--- src/rtl/operand_driver.sv ---
// Operand driver: flushes the DUT, measures its latency with a probe, then aligns delayed operands.
// Optional feature macro: OPERAND_DRIVER_TIMEOUT_EN enables the PROBE timeout and the TIMEOUT state.
module operand_driver #(
  parameter  int unsigned WIDTH   = 32,
  parameter  int unsigned MAX_LAT = 15,
  localparam int unsigned LAT_W   = $clog2(MAX_LAT + 1)
) (
  input  logic             clk_dut,
  input  logic             reset_n,
  input  logic             i_start,
  input  logic [WIDTH-1:0] i_rand_a,
  input  logic [WIDTH-1:0] i_rand_b,
  input  logic [WIDTH-1:0] i_dut_out,
  output logic [WIDTH-1:0] o_drive_a,
  output logic [WIDTH-1:0] o_drive_b,
  output logic [WIDTH-1:0] o_drive_delayed_a,
  output logic [WIDTH-1:0] o_drive_delayed_b,
  output logic             o_delayed_valid,
  output logic [LAT_W-1:0] o_lat,
  output logic             o_lat_valid,
  output logic             o_timeout
);

  typedef enum logic [1:0] {FLUSH, PROBE, RUN, TIMEOUT} state_e;

  localparam logic [LAT_W-1:0] CNT_MAX = LAT_W'(MAX_LAT);

  state_e           state_q, state_d;
  logic [LAT_W-1:0] cnt_q, cnt_d;
  logic [LAT_W-1:0] lat_q, lat_d;
  logic             lat_valid_q, lat_valid_d;
  logic [WIDTH-1:0] base_q, base_d;
  logic [WIDTH-1:0] dly_a_q [1:MAX_LAT];
  logic [WIDTH-1:0] dly_b_q [1:MAX_LAT];
`ifdef OPERAND_DRIVER_TIMEOUT_EN
  logic             timeout_q, timeout_d;
`endif

  // State and measurement registers
  always_ff @(posedge clk_dut or negedge reset_n) begin
    if (!reset_n) begin
      state_q     <= FLUSH;
      cnt_q       <= '0;
      lat_q       <= '0;
      lat_valid_q <= 1'b0;
      base_q      <= '0;
`ifdef OPERAND_DRIVER_TIMEOUT_EN
      timeout_q   <= 1'b0;
`endif
    end else begin
      state_q     <= state_d;
      cnt_q       <= cnt_d;
      lat_q       <= lat_d;
      lat_valid_q <= lat_valid_d;
      base_q      <= base_d;
`ifdef OPERAND_DRIVER_TIMEOUT_EN
      timeout_q   <= timeout_d;
`endif
    end
  end

  // Next-state and measurement logic
  always_comb begin
    state_d     = state_q;
    cnt_d       = cnt_q;
    lat_d       = lat_q;
    lat_valid_d = lat_valid_q;
    base_d      = base_q;
`ifdef OPERAND_DRIVER_TIMEOUT_EN
    timeout_d   = timeout_q;
`endif
    case (state_q)
      FLUSH: begin
        if (cnt_q == CNT_MAX) begin
          base_d  = i_dut_out;
          cnt_d   = '0;
          state_d = PROBE;
        end else begin
          cnt_d = cnt_q + LAT_W'(1);
        end
      end
      PROBE: begin
        if (i_dut_out != base_q) begin
          lat_d       = cnt_q;
          lat_valid_d = 1'b1;
          state_d     = RUN;
        end else if (cnt_q == CNT_MAX) begin
`ifdef OPERAND_DRIVER_TIMEOUT_EN
          timeout_d   = 1'b1;
          lat_valid_d = 1'b0;
          state_d     = TIMEOUT;
`else
          // Saturate and keep waiting; a later change reports MAX_LAT
          cnt_d = cnt_q;
`endif
        end else begin
          cnt_d = cnt_q + LAT_W'(1);
        end
      end
      RUN, TIMEOUT: begin
        if (i_start) begin
          lat_d       = '0;
          lat_valid_d = 1'b0;
          cnt_d       = '0;
          state_d     = FLUSH;
`ifdef OPERAND_DRIVER_TIMEOUT_EN
          timeout_d   = 1'b0;
`endif
        end
      end
      default: state_d = FLUSH;
    endcase
  end

  // Zero drive while flushing, live random operands otherwise
  always_comb begin
    o_drive_a = '0;
    o_drive_b = '0;
    if (state_q != FLUSH) begin
      o_drive_a = i_rand_a;
      o_drive_b = i_rand_b;
    end
  end

  // Delay line of driven operands, shifting every cycle
  always_ff @(posedge clk_dut or negedge reset_n) begin
    if (!reset_n) begin
      for (int k = 1; k <= int'(MAX_LAT); k++) begin
        dly_a_q[k] <= '0;
        dly_b_q[k] <= '0;
      end
    end else begin
      dly_a_q[1] <= o_drive_a;
      dly_b_q[1] <= o_drive_b;
      for (int k = 2; k <= int'(MAX_LAT); k++) begin
        dly_a_q[k] <= dly_a_q[k-1];
        dly_b_q[k] <= dly_b_q[k-1];
      end
    end
  end

  // Tap select: tap 0 is the live drive
  always_comb begin
    o_drive_delayed_a = o_drive_a;
    o_drive_delayed_b = o_drive_b;
    for (int k = 1; k <= int'(MAX_LAT); k++) begin
      if (lat_q == LAT_W'(k)) begin
        o_drive_delayed_a = dly_a_q[k];
        o_drive_delayed_b = dly_b_q[k];
      end
    end
  end

  assign o_delayed_valid = (state_q == RUN);
  assign o_lat           = lat_q;
  assign o_lat_valid     = lat_valid_q;
`ifdef OPERAND_DRIVER_TIMEOUT_EN
  assign o_timeout       = timeout_q;
`else
  assign o_timeout       = 1'b0;
`endif

endmodule
--- config.mk ---
export PLATFORM = sky130hd
export DESIGN_NAME = operand_driver
export DESIGN_NICKNAME = d
export VERILOG_FILES = /design/src/rtl/operand_driver.sv
export SDC_FILE = /design/constraint.sdc
export NUM_CORES = 1
export LEC_CHECK = 0
export ABC_CLOCK_PERIOD_IN_PS = 2900
export CORE_ASPECT_RATIO = 0.7
export CORE_MARGIN = 3
export CORE_UTILIZATION = 25
export DETAILED_ROUTE_END_ITERATION = 16
export HOLD_SLACK_MARGIN = 0.02
export PLACE_DENSITY = 0.42
export SYNTH_ARGS = -nofsm -noshare
export SYNTH_HDL_FRONTEND = slang
export SYNTH_SLANG_ARGS = --single-unit
--- constraint.sdc ---
create_clock -name clk_dut -period 2.9 [get_ports clk_dut]
set_input_delay 0.725 -clock clk_dut [delete_from_list [all_inputs] [get_ports clk_dut]]
set_output_delay 0.725 -clock clk_dut [all_outputs]
set_load 0.02 [all_outputs]
# --- Yosys cells after proc, flatten, opt, wreduce, memory -nomap -nowiden ---
# Cells that the tools add are included.
word_totals:
  register_bits: 1003
  inputBits: 99
  word_cells: 115
op_classes:
  add_sub_neg: 1
  eq_ne: 25
  mux: 46
  reduce_logical: 8
op_table:
  columns: ["op", "n"]
  rows:
  - ["$mux 32", 32]
  - ["$eq 4x4->1 const B", 9]
  - ["$ne 32x32->1", 1]
  - ["$mux 4", 5]
  - ["$eq 4x3->1 const B", 4]
  - ["$pmux 4 s3", 1]
  - ["$ne 2x2->1 const B", 5]
  - ["$reduce_and 3->1", 3]
  - ["$eq 4x2->1 const B", 2]
  - ["$pmux 4 s2", 1]
  - ["$mux 2", 3]
  - ["$pmux 2 s3", 1]
  - ["$add 4x1->4 const B", 1]
  - ["$eq 2x2->1 const B", 2]
  - ["$eq 4x1->1 const B", 1]
  - ["$reduce_bool 2->1", 2]
  - ["$eq 2x1->1 const B", 1]
  - ["$logic_not 2->1", 1]
  - ["$mux 1", 2]
  - ["$pmux 1 s2", 1]
  - ["$reduce_and 2->1", 1]
  - ["$reduce_or 2->1", 1]

# --- Depth between registers and ports, before layout ---
depth:
  ltp_word: 17
  mapped_depth: 10
  depth_no_buf: 6

# --- Worst setup path after synthesis ---
# Ideal clock, no wire load.
synth_timing:
  kind: "flip-flop to output port"
  start: "register lat_q[2] (netlist: o_lat[2])"
  end: "output o_drive_delayed_a[23]"
  t_arrival_ns: 2.405
  setup_slack_ns: -0.230
  path_stages_with_launch: 9
  path_cell_list: "dfrtp_1 > or4b_1 > buf_4 > buf_2 > mux2i_1 > o221ai_1 > o2111ai_1 > a221oi_1 > a2bb2oi_1"
synth_between:
  elab_chain_len: 16
  word_cells_on_any_way: 30
  cone_classes: "15 x eq/ne; 15 x mux"
synth_rtl:
  columns: ["item", "line", "source"]
  rows:
  - ["from (decl)", "30", "logic [LAT_W-1:0] lat_q, lat_d;"]
  - ["from (signal assigned)", "53", "lat_q <= lat_d;"]
  - ["$eq 4x1->1", "147", "if (lat_q == LAT_W'(k)) begin"]
  - ["$mux 32 (14 in a row)", "147", null]
  - ["$mux 32 *", "147", null]
  - ["to (decl)", "16", "output logic [WIDTH-1:0] o_drive_delayed_a,"]
# Every way passes the cells marked *; elsewhere a longest branch is shown, timed or not.

# --- Worst setup path after layout ---
layout_timing:
  start: "register lat_q[1] (netlist: o_lat[1])"
  end: "output o_drive_delayed_b[14]"
layout_between:
  elab_chain_len: 16
  word_cells_on_any_way: 30
  cone_classes: "15 x eq/ne; 15 x mux"
layout_rtl:
  columns: ["item", "line", "source"]
  rows:
  - ["$eq 4x1->1", "147", null]
  - ["$mux 32 (14 in a row)", "147", null]
  - ["$mux 32 *", "147", null]
  - ["to (decl)", "17", "output logic [WIDTH-1:0] o_drive_delayed_b,"]
# Marked as above.

==> flow_metrics.env <==
export IMPL_synth_top_cells_by_count="1003 x dfrtp_1, 253 x nand2_1, 210 x a21oi_1"
export IMPL_ioPinCount=234
export IMPL_grt_start_max_net_pins=91
export IMPL_worst_r2r_endpoint="cnt_q[2]$_DFFE_PN0P_"
export IMPL_critical_path_class="reg -> out"
export IMPL_fillCellCount=13900
export IMPL_status="complete, but fails checks"
export IMPL_hpwl_um=79600
export IMPL_drt_total_wl_um=122000
export IMPL_grt_use_met2=0.227
export IMPL_slew_violations=0
export IMPL_synth_top_area_share=0.686
export IMPL_hold_path_class="reg -> reg"
export IMPL_detail_route_first_pass_iterations=5
export IMPL_required_ns=2.17
export IMPL_critical_path_top_delay_family="compound AO/OA/AOI/OAI gates"
export IMPL_viasPerCell=4.61
export IMPL_rr_worst_depth=7
export IMPL_vias=25600
export IMPL_dieArea_mm2=0.151
export IMPL_busiest_layer="met1"
export IMPL_seq_area_frac_synth=0.686
export IMPL_dpl_cell_count=5230
export IMPL_syn2layout_area_growth_pct=42.9
export IMPL_grt_pass1_wl_um=179000
export IMPL_r2r_start="base_q[15]$_DFFE_PN0P_"
export IMPL_drv_cap=0
export IMPL_final_cells=5546
export IMPL_worstSetupEndpointType="output port"
export IMPL_synth_edff_count=0
export IMPL_antenna_found_initial=3
export IMPL_yosys_area_top_type="dfrtp_1"
export IMPL_hold_violations=0
export IMPL_grt_pass1_vias=26400
export IMPL_die_x_um=463
export IMPL_synthTopCellsByArea="dfrtp_1 69%, a21oi_1 2.9%, mux2_2 2.9%"
export IMPL_use_met3=0.0332
export IMPL_holdPathStages=0
export IMPL_critPathMaxStageDelay_ns=0.56
export IMPL_drc=0
export IMPL_synth_seq_cells=1003
export IMPL_relSlewSlack=0.574
export IMPL_syn_inst=2849
export IMPL_wire_per_inst_um=22.0
export IMPL_period_share=1.36
export IMPL_synthArstFlopShare=1.00
export IMPL_tightestPinTransition_ns=0.639
export IMPL_initial_core_util=0.254
export IMPL_synth_most_common_cell="dfrtp_1"
export IMPL_path_clk_slew_ns=0.06
export IMPL_grt_overflow=0
export IMPL_synth_avg_cell_area_um2=12.8
export IMPL_numCtsBuffers=103
export IMPL_htree_levels=3
export IMPL_netlist_area_mm2=0.0366
export IMPL_r2r_slack_ns=0.84
export IMPL_grt_met1_usage=0.233
export IMPL_synth_nets=2949
export IMPL_gp_congestion=0.766
export IMPL_max_freq_mhz=253
export IMPL_finClkSkew_ns=0.0281
export IMPL_cts_root_buf="clkbuf_16"
export IMPL_startpoint_type="flop"
export IMPL_drive_gt1_frac=0.348
export IMPL_crit_chain="or4b_4 -> buf_12 -> buf_8 -> mux2i_1 -> o221ai_2 -> o2111ai_2 -> a221oi_2 -> a2bb2oi_2 -> buf_6"
export IMPL_yosysWarnings=0
export IMPL_clock_latency_ns=0.71
export IMPL_cp_slowest_cell="or4b_4"
export IMPL_grt_setup_unrepaired="yes"
export IMPL_crit_fanout=5
export IMPL_synth_cell_type_count=59
export IMPL_p_leak_nw=24.3
export IMPL_numClockSinks=1003
export IMPL_cp_arrival_ns=3.23
export IMPL_power_density_mw_per_mm2=1170
export IMPL_pre_cts_ws_ns=-1.17
export IMPL_critPathBufInv=3
export IMPL_die_h_um=326
export IMPL_layout_nets=3614
export IMPL_io_buffers=232
export IMPL_drt_iter0_drc=1563
export IMPL_setup_slack_ns=-1.06
export IMPL_ir_worst_vdd_uv=580
export IMPL_setup_viol=89
export IMPL_fin_crit_ns=3.96
export IMPL_violations="negative setup slack"
export IMPL_ys_flop_type="dfrtp_1"
export IMPL_holdPathEnd="dly_b_q[359]$_DFF_PN0_"
export IMPL_rows=116
export IMPL_grt_usage=0.155
export IMPL_tritoncts="yes"
export IMPL_antenna_left=0
export IMPL_clk_path_buf_depth=3
export IMPL_coreArea_mm2=0.144
export IMPL_hp_start="dly_b_q[391]$_DFF_PN0_"
## worst register-to-register path, cell delays in order (launching register included)
cell,delay (ns)
dfrtp_1,0.39
xnor2_1,0.18
nand4_1,0.13
nor4_1,0.44
buf_4,0.21
nand2_1,0.06
or3_1,0.30
a32o_1,0.25
## cells by family after synthesis
| kind of cell | after synthesis | share of synthesized area |
|---|---|---|
| flip-flops | 1003 | 0.686 |
| AO/OA/AOI/OAI | 846 | 0.151 |
| AND/OR/NAND/NOR | 573 | 0.0716 |
| buffers and inverters | 210 | 0.0244 |
| multiplexers | 182 | 0.0585 |
| XOR/XNOR | 33 | 0.00790 |
| adder cells (fa/ha/maj) | 1 | 0.000342 |
| other | 1 | 0.000103 |
## worst max-delay path by stage
stage | startpoint | to | slack (ns) | depth (start not counted)
5_1_grt | o_lat[1]$_DFFE_PN0P_ | o_drive_delayed_a[27] | -1.25 | 8
4_1_cts | o_lat[1]$_DFFE_PN0P_ | o_drive_delayed_a[27] | -1.18 | 8
3_3_place_gp | i_rand_b[10] | o_drive_delayed_b[10] | -1.25 | 10
3_5_place_dp | i_rand_b[10] | o_drive_delayed_b[10] | -1.17 | 10
2_1_floorplan | o_lat[2]$_DFFE_PN0P_ | o_drive_delayed_a[23] | -0.05 | 8
6_report | o_lat[1]$_DFFE_PN0P_ | o_drive_delayed_b[14] | -1.06 | 9
## report_power, final
| group | switching (mW) | leakage [nW] | internal, mW |
|---|---|---|---|
| logic | 14.4 | 8.70 | 12.6 |
| registers | 2.03 | 13.8 | 17.5 |
| clock network | 5.81 | 1.81 | 8.65 |
| total | 22.3 | 24.3 | 38.7 |
## metal layers
layer,up-vias,wire length [um]
met5,-,13
met1,13200,61100
met2,504,52800
met4,2,2040
met3,130,6220
li1,11700,-
## sequential cells by signal, indices dropped and copies added, names as in the netlist
signal / flops
base_q: 32
cnt_q: 4
dly_a_q: 480
dly_b_q: 480
o_lat: 4
o_lat_valid: 1
state_q: 2
## what timing repair did
item,CTS,global route
cloned,5,16
hold buffers,1,0
endpoints found under the hold margin,24,0
resized for setup,533,548
pin swaps,102,155
buffers inserted,28,98
endpoints found under the setup margin,126,126
## per-stage QoR
step	TNS [ns]	total power [mW]	util	hold slack [ns]	area, um^2
after global placement	-49.85	41.6	0.308	0.350	44400
after CTS	-85.14	58.2	0.344	0.347	49600
after floorplan	-0.0890	29.6	-	0.346	36700
after detailed placement	-49.40	41.5	0.308	0.352	44400
after global routing	-74.74	64.2	0.363	0.358	52300
final	-62.39	61.0	0.363	0.351	52300
## layout make-up
class	instances	area, um^2	share of cell area
Clock inverter	38	642	0.0123
Sequential cell	1003	25100	0.480
Inverter	6	40.0	0.000766
Multi-Input combinational cell	1636	12500	0.240
Antenna cell	3	7.51	0.000144
Timing Repair Buffer	764	8450	0.162
Tap cell	1947	2440	0.0466
Clock buffer	149	3050	0.0584
## layout by cell type, fill, tap and decap left out, types with 26 or more instances in the layout
cell type and instances:
dfrtp_1 999, buf_4 334, nand2_1 238, a21oi_1 170, o21ai_0 134, buf_6 131, clkbuf_16 121, nor2_1 113
buf_12 103, clkdlybuf4s50_1 100, mux2_2 92, mux2i_1 69, o22ai_1 67, o221ai_1 64, nand2b_1 39, a21oi_2 36
o21a_1 35, o211ai_1 35, xnor2_1 33, buf_8 33, and2_1 32, o21ai_1 31, clkbuf_8 26
Power figures use the tool's default switching activity.
